### src/rtl/m31_sqrt.sv
// m31_sqrt: iterative square root over M31 (P = 2^31-1), computed as r = a^(2^29)
// through 29 chained squarings on an internal pipelined m31_sqr unit.
// Build option: define M31_SQRT_CHECK_EN to add a final squaring that compares
// r*r against a. Non-residues then report root_o=0 and is_qr_o=0.
// With the macro undefined there is no check, latency is 118 cycles, and is_qr_o=1.

// Pipelined modular squarer, LAT cycles from operand presented to result valid.
module m31_sqr #(
    parameter int LAT = 4
) (
    input  logic        clk,
    input  logic        rst_n,
    input  logic        in_valid,
    input  logic [30:0] a,
    output logic        out_valid,
    output logic [30:0] y
);
    localparam logic [30:0] P_M31 = 31'h7fff_ffff;

    logic [LAT-1:0] vld;
    logic [30:0]    a_q;
    logic [61:0]    prod_q;
    logic [31:0]    fold;
    logic [30:0]    red;
    logic [30:0]    red_q [LAT-2];

    // Valid token pipeline; clearing it on reset discards every in-flight result.
    always_ff @(posedge clk or negedge rst_n) begin
        // NOTE: sequential state always uses non-blocking assignment so every rank samples pre-edge values.
        if (!rst_n) vld <= '0;
        else        vld <= {vld[LAT-2:0], in_valid};
    end

    // Stage 1 captures the operand, stage 2 forms the full 62-bit product.
    always_ff @(posedge clk) begin
        // NOTE: datapath ranks have no reset; only the valid token must be defined after reset.
        a_q    <= a;
        prod_q <= {31'd0, a_q} * {31'd0, a_q};
    end

    // 2^31 == 1 mod P, so the high half folds onto the low half; one subtract is enough.
    always_comb begin
        // NOTE: every combinational output gets a value on every path, so no latch is inferred.
        fold = {1'b0, prod_q[30:0]} + {1'b0, prod_q[61:31]};
        red  = fold[30:0];
        if (fold >= {1'b0, P_M31}) red = 31'(fold - {1'b0, P_M31});
    end

    // Remaining ranks delay the reduced value so the unit totals LAT cycles.
    always_ff @(posedge clk) begin
        red_q[0] <= red;
        for (int i = 1; i < LAT - 2; i++) red_q[i] <= red_q[i-1];
    end

    assign out_valid = vld[LAT-1];
    assign y         = red_q[LAT-3];
endmodule

// Square-root controller: one op at a time, exactly one squaring in flight.
module m31_sqrt (
    input  logic        clk,
    input  logic        rst,
    input  logic        in_valid,
    output logic        in_ready,
    input  logic [30:0] a_i,
    output logic        out_valid,
    input  logic        out_ready,
    output logic [30:0] root_o,
    output logic        is_qr_o
);
    localparam int          ITER    = 29;
    localparam int          SQR_LAT = 4;
    localparam logic [30:0] P_M31   = 31'h7fff_ffff;

    typedef enum logic [1:0] {
        S_IDLE,
        S_SQR,
`ifdef M31_SQRT_CHECK_EN
        S_CHK,
`endif
        S_DONE
    } state_t;

    state_t      state;
    state_t      state_nx;
    logic [30:0] x;
    logic [4:0]  cnt;
    logic        busy;      // first squaring of the op has been issued
    logic        fin;       // result known; one cycle to canonicalise before DONE
    logic        last;
    logic [30:0] a_canon;
    logic [30:0] neg;
    logic [30:0] low;
    logic        sq_v;
    logic [30:0] sq_a;
    logic        sq_ov;
    logic [30:0] sq_y;
`ifdef M31_SQRT_CHECK_EN
    logic [30:0] a_q;
    logic        qr_q;
`endif

    assign in_ready  = (state == S_IDLE);
    assign out_valid = (state == S_DONE);
    assign last      = (cnt == 5'(ITER - 1));
    assign a_canon   = (a_i == P_M31) ? '0 : a_i;
    // r and P-r are the two roots; P-r is a plain 31-bit subtract (r=0 gives P, so min stays 0).
    assign neg       = P_M31 - x;
    assign low       = (neg < x) ? neg : x;

    m31_sqr #(
        .LAT (SQR_LAT)
    ) u_sqr (
        .clk       (clk),
        .rst_n     (~rst),
        .in_valid  (sq_v),
        .a         (sq_a),
        .out_valid (sq_ov),
        .y         (sq_y)
    );

    // State register.
    always_ff @(posedge clk) begin
        if (rst) state <= S_IDLE;
        else     state <= state_nx;
    end

    // Next state and squarer issue; results are chained straight back into the squarer.
    always_comb begin
        state_nx = state;
        sq_v     = 1'b0;
        sq_a     = x;
        case (state)
            S_IDLE: begin
                if (in_valid) state_nx = S_SQR;
            end
            S_SQR: begin
                if (!busy) begin
                    sq_v = 1'b1;
                end else if (sq_ov && !last) begin
                    sq_v = 1'b1;
                    sq_a = sq_y;
                end
`ifdef M31_SQRT_CHECK_EN
                if (sq_ov && last) begin
                    sq_v     = 1'b1;
                    sq_a     = sq_y;
                    state_nx = S_CHK;
                end
`else
                if (fin) state_nx = S_DONE;
`endif
            end
`ifdef M31_SQRT_CHECK_EN
            S_CHK: begin
                if (fin) state_nx = S_DONE;
            end
`endif
            S_DONE: begin
                if (out_ready) state_nx = S_IDLE;
            end
            default: state_nx = S_IDLE;
        endcase
    end

    // Operand, iteration count and result registers.
    always_ff @(posedge clk) begin
        if (rst) begin
            x       <= '0;
            cnt     <= '0;
            busy    <= 1'b0;
            fin     <= 1'b0;
            root_o  <= '0;
            is_qr_o <= 1'b0;
`ifdef M31_SQRT_CHECK_EN
            a_q     <= '0;
            qr_q    <= 1'b0;
`endif
        end else begin
            case (state)
                S_IDLE: begin
                    if (in_valid) begin
                        x    <= a_canon;
                        cnt  <= '0;
                        busy <= 1'b0;
                        fin  <= 1'b0;
`ifdef M31_SQRT_CHECK_EN
                        a_q  <= a_canon;
`endif
                    end
                end
                S_SQR: begin
                    if (!busy) busy <= 1'b1;
                    if (sq_ov) begin
                        x   <= sq_y;
                        cnt <= cnt + 5'd1;
`ifndef M31_SQRT_CHECK_EN
                        if (last) fin <= 1'b1;
`endif
                    end
`ifndef M31_SQRT_CHECK_EN
                    if (fin) begin
                        root_o  <= low;
                        is_qr_o <= 1'b1;
                    end
`endif
                end
`ifdef M31_SQRT_CHECK_EN
                S_CHK: begin
                    if (sq_ov) begin
                        qr_q <= (sq_y == a_q);
                        fin  <= 1'b1;
                    end
                    if (fin) begin
                        root_o  <= qr_q ? low : '0;
                        is_qr_o <= qr_q;
                    end
                end
`endif
                default: ;
            endcase
        end
    end
endmodule

### config.mk
export PLATFORM = sky130hd
export DESIGN_NAME = m31_sqrt
export DESIGN_NICKNAME = d
export VERILOG_FILES = /design/src/rtl/m31_sqrt.sv
export SDC_FILE = /design/constraint.sdc
export NUM_CORES = 2
export LEC_CHECK = 0
export BUFFER_PORTS_ARGS = -buffer_cell sky130_fd_sc_hd__buf_4
export CORE_MARGIN = 1
export CORE_UTILIZATION = 50
export DETAILED_ROUTE_END_ITERATION = 8
export GPL_TIMING_DRIVEN = 0
export PLACE_DENSITY = 0.76
export RECOVER_POWER = 50
export SETUP_SLACK_MARGIN = 0.1
export SYNTH_ARGS = -nofsm -noshare
export SYNTH_HDL_FRONTEND = slang
export SYNTH_SLANG_ARGS = --single-unit
### constraint.sdc
create_clock -name clk -period 10 [get_ports clk]
set_input_delay 0 -clock clk [delete_from_list [all_inputs] [get_ports clk]]
set_output_delay 0 -clock clk [all_outputs]
set_load 0.02 [all_outputs]
==> flow_summary.yaml <==
routing:
  routedLengthMet1_mm: 41.76
  route.met3.wl_mm: 10.54
  drcViolationCount: 0
  num_vias: 27710
  wire_per_inst_um: 21.36
  postRouteAntennaNets: 0
  drt-initial-drc-count: 2567
  top_layer_used: "met5"
  drt-vias-per-instance: 5.541
  wl_met2_mm: 47.77
  drtPass1Iterations: 6
  wl_mm: 106.8
floorplanning:
  dieArea_sq_mm: 0.07450
  start_util_pct: 50.91
  core-area_sq_mm: 0.07210
  dieHeight_um: 272.9
  num_io_pins: 69
  die_x_um: 272.9
  num_rows: 98
pwr:
  p_per_area_mw_per_mm2: 304.6
  power_uw: 11980
  ir_drop_v: 0.0003815
  p_leak_uw: 0.02051
timing:
  max_freq_mhz: 103.0
  grt_setup_unrepaired: "no"
  post-route-min-period_ns: 9.709
  hold_viol: 0
  slew_violations: 0
  final.setup.worst_slack_ns: 0.2911
  setup_viol: 0
  final.period_utilization_pct: 97.09
  relSlewSlack_pct: 18.32
  holdWs_ns: 0.07925
  worst_slew_pin_slew_ns: 1.225
  skew_ns: 0.009224
worst_setup_path:
  r2r_setup_slack_ns: 0.29
  crit_path_end_kind: "flip-flop"
  reg2regPathDepth: 26
  arrival_ns: 10.10
  critPathKind: "reg2reg"
  path_max_fanout: 10
  cp-start-kind: "flip-flop"
  cp_data_required_time_ns: 10.39
clock_tree:
  h-tree-depth: 1
  cts_root_buffer: "clkbuf_16"
  cts_buffers: 21
  cts_tree: "yes"
  clk_pin_slew_ns: 0.07
  clkLatencyLatePin_ns: 0.51
  cts_buffer_depth: 3
  clkSinkCount: 229
logic_synthesis:
  synth-edff-count: 0
  ys.flop_type: "dfxtp_1"
  ys_ff_latch: 229
  synth_common_cells: "inv_1, fa_1, nand2_1"
  avgSynthCellArea_sq_um: 9.395
  syn_inst: 3907
  syn_nets: 4996
  synth_top_area_share_pct: 40.80
  async_flop_share_pct: 1.747
  synth_area_leader_cell: "fa_1"
  synth_area_leaders: "fa_1, dfxtp_1, ha_1"
  synth_seq_area_share_pct: 12.54
  synth_cell_types: 79
  synth_most_common_cell: "inv_1"
  yosysWarnings: 0
  syn-cell-area_sq_mm: 0.03671
finish:
  drive_gt1_share_pct: 3.808
  fin_nets: 5119
  fillers: 6502
  fin_area_sq_mm: 0.03933
  final_core_util_pct: 54.54
  syn2layout_area_growth_pct: 7.138
grt:
  grt_max_degree: 16
  grt_overflow: 0
  track_usage_pct: 29.49
  grt_pass1_vias: 29160
  antenna_found_initial: 12
  grt_pass1_wl_mm: 166.6
placed_design:
  place_ws_ns: -0.04023
  dpl.hpwl_mm: 88.37
  place_area_sq_mm: 0.03839
  io_buffers: 66
  place.gp.congestion: 1.018
min_path:
  hp-class: "in2async"
status:
  status: "finished, final reports clean"
job:
  max_cap_violations: 0
flip-flops by register name, indices dropped and copies added (netlist names):
signal	flops
busy	1
x	31
u_sqr.red_q	62
u_sqr.vld	4
fin	1
root_o	30
cnt	5
u_sqr.a_q	31
is_qr_o	1
state	2
u_sqr.prod_q	61
repair_timing:
| action | 4_1_cts | 5_1_grt |
|---|---|---|
| hold endpoints to repair | 42 | 0 |
| setup buffers | 0 | 0 |
| gates resized for setup | 2 | 30 |
| cloned | 0 | 0 |
| hold buffers | 34 | 0 |
| setup endpoints to repair | 4 | 6 |
logic make-up (layout without fill, tap and decap cells):
group	Yosys count	in the layout	share of synthesized area [%]
AND/OR/NAND/NOR	885	885	11.81
other	1	8	0.01022
AO/OA/AOI/OAI	430	430	7.983
XOR/XNOR	163	163	3.910
buffers and inverters	1107	1244	11.36
adder cells (fa/ha/maj)	1054	1054	51.23
flip-flops	229	229	12.54
multiplexers	38	38	1.149
through the flow:
stage / setup TNS, ns / cells
after global placement: -0.01376 / 4923
after CTS: 0 / 4994
final: 0 / 5001
after global routing: 0 / 4996
after floorplan: 0 / 3907
after detailed placement: -0.04023 / 4923
report_power, final:
group | switching, uW | internal [uW]
clock network | 351 | 452
registers | 174 | 1290
logic | 6220 | 3500
path summary, 6_finish.rpt:
kind,startpoint,endpoint
max in group asynchronous,rst,u_sqr.vld[3]$_DFF_PP0_
min in group clk,u_sqr.red_q[0][24]$_DFF_P_,u_sqr.red_q[0][55]$_DFF_P_
max,u_sqr.a_q[14]$_DFF_P_,u_sqr.prod_q[56]$_DFF_P_
max reg2reg,u_sqr.a_q[14]$_DFF_P_,u_sqr.prod_q[56]$_DFF_P_
min,rst,u_sqr.vld[2]$_DFF_PP0_
min reg2reg,u_sqr.red_q[0][24]$_DFF_P_,u_sqr.red_q[0][55]$_DFF_P_
cell type report:
class	instances	area (sq um)	area share (%)
Antenna cell	7	17.52	0.04454
Buffer	168	666.9	1.696
Clock buffer	29	605.6	1.540
Clock inverter	8	75.07	0.1909
Inverter	939	3525	8.963
Multi-Input combinational cell	2571	27930	71.02
Sequential cell	229	4604	11.71
Tap cell	950	1189	3.023
Timing Repair Buffer	100	711.9	1.810
cells in the final DEF (no fill, tap or decap), types with 10 or more instances in the layout:
master	synthesis	layout
clkbuf_2	0	12
a31o_2	10	10
nand2_1	325	325
a21o_1	65	65
a211oi_1	80	80
o21bai_1	14	14
clkbuf_1	161	186
mux2_2	33	32
nor2_1	168	168
ha_1	306	306
o21ai_0	44	44
a22oi_1	31	31
nand4_1	28	28
a21oi_1	112	112
buf_4	1	34
clkbuf_16	0	21
nand3_1	35	35
dfxtp_1	225	225
and2_1	207	207
inv_1	938	938
xor2_1	61	61
xnor2_1	101	101
nand2b_1	15	15
a31oi_1	13	13
fa_1	748	748
nor2b_1	17	17
and3_1	23	23
dlygate4sd3_1	0	34
nor3_1	18	18
or2_2	11	11
worst max-delay path: stages (launching register included):
cell      delay [ns]
dfxtp_1         0.56
clkbuf_1        0.69
clkbuf_1        0.78
and2_1          0.31
fa_1            0.47
fa_1            0.45
fa_1            0.55
inv_1           0.05
fa_1            0.48
inv_1           0.07
fa_1            0.49
fa_1            0.58
fa_1            0.44
fa_1            0.46
ha_1            0.28
clkbuf_1        0.19
a21oi_1         0.21
o21ai_0         0.14
o21bai_1        0.19
a221oi_1        0.47
a21oi_1         0.11
or2_2           0.37
a41o_1          0.33
a311o_1         0.41
a41oi_1         0.24
o21bai_1        0.10
xor2_1          0.15
per-layer routing:
layer / GRT usage [%] / up-vias
met3: 5.316 / 367
met4: 14.55 / 6
met2: 46.05 / 1356
met5: 0 / -
li1: - / 12160
met1: 39.54 / 13820
No activity file was read; power rests on OpenSTA's default activity.
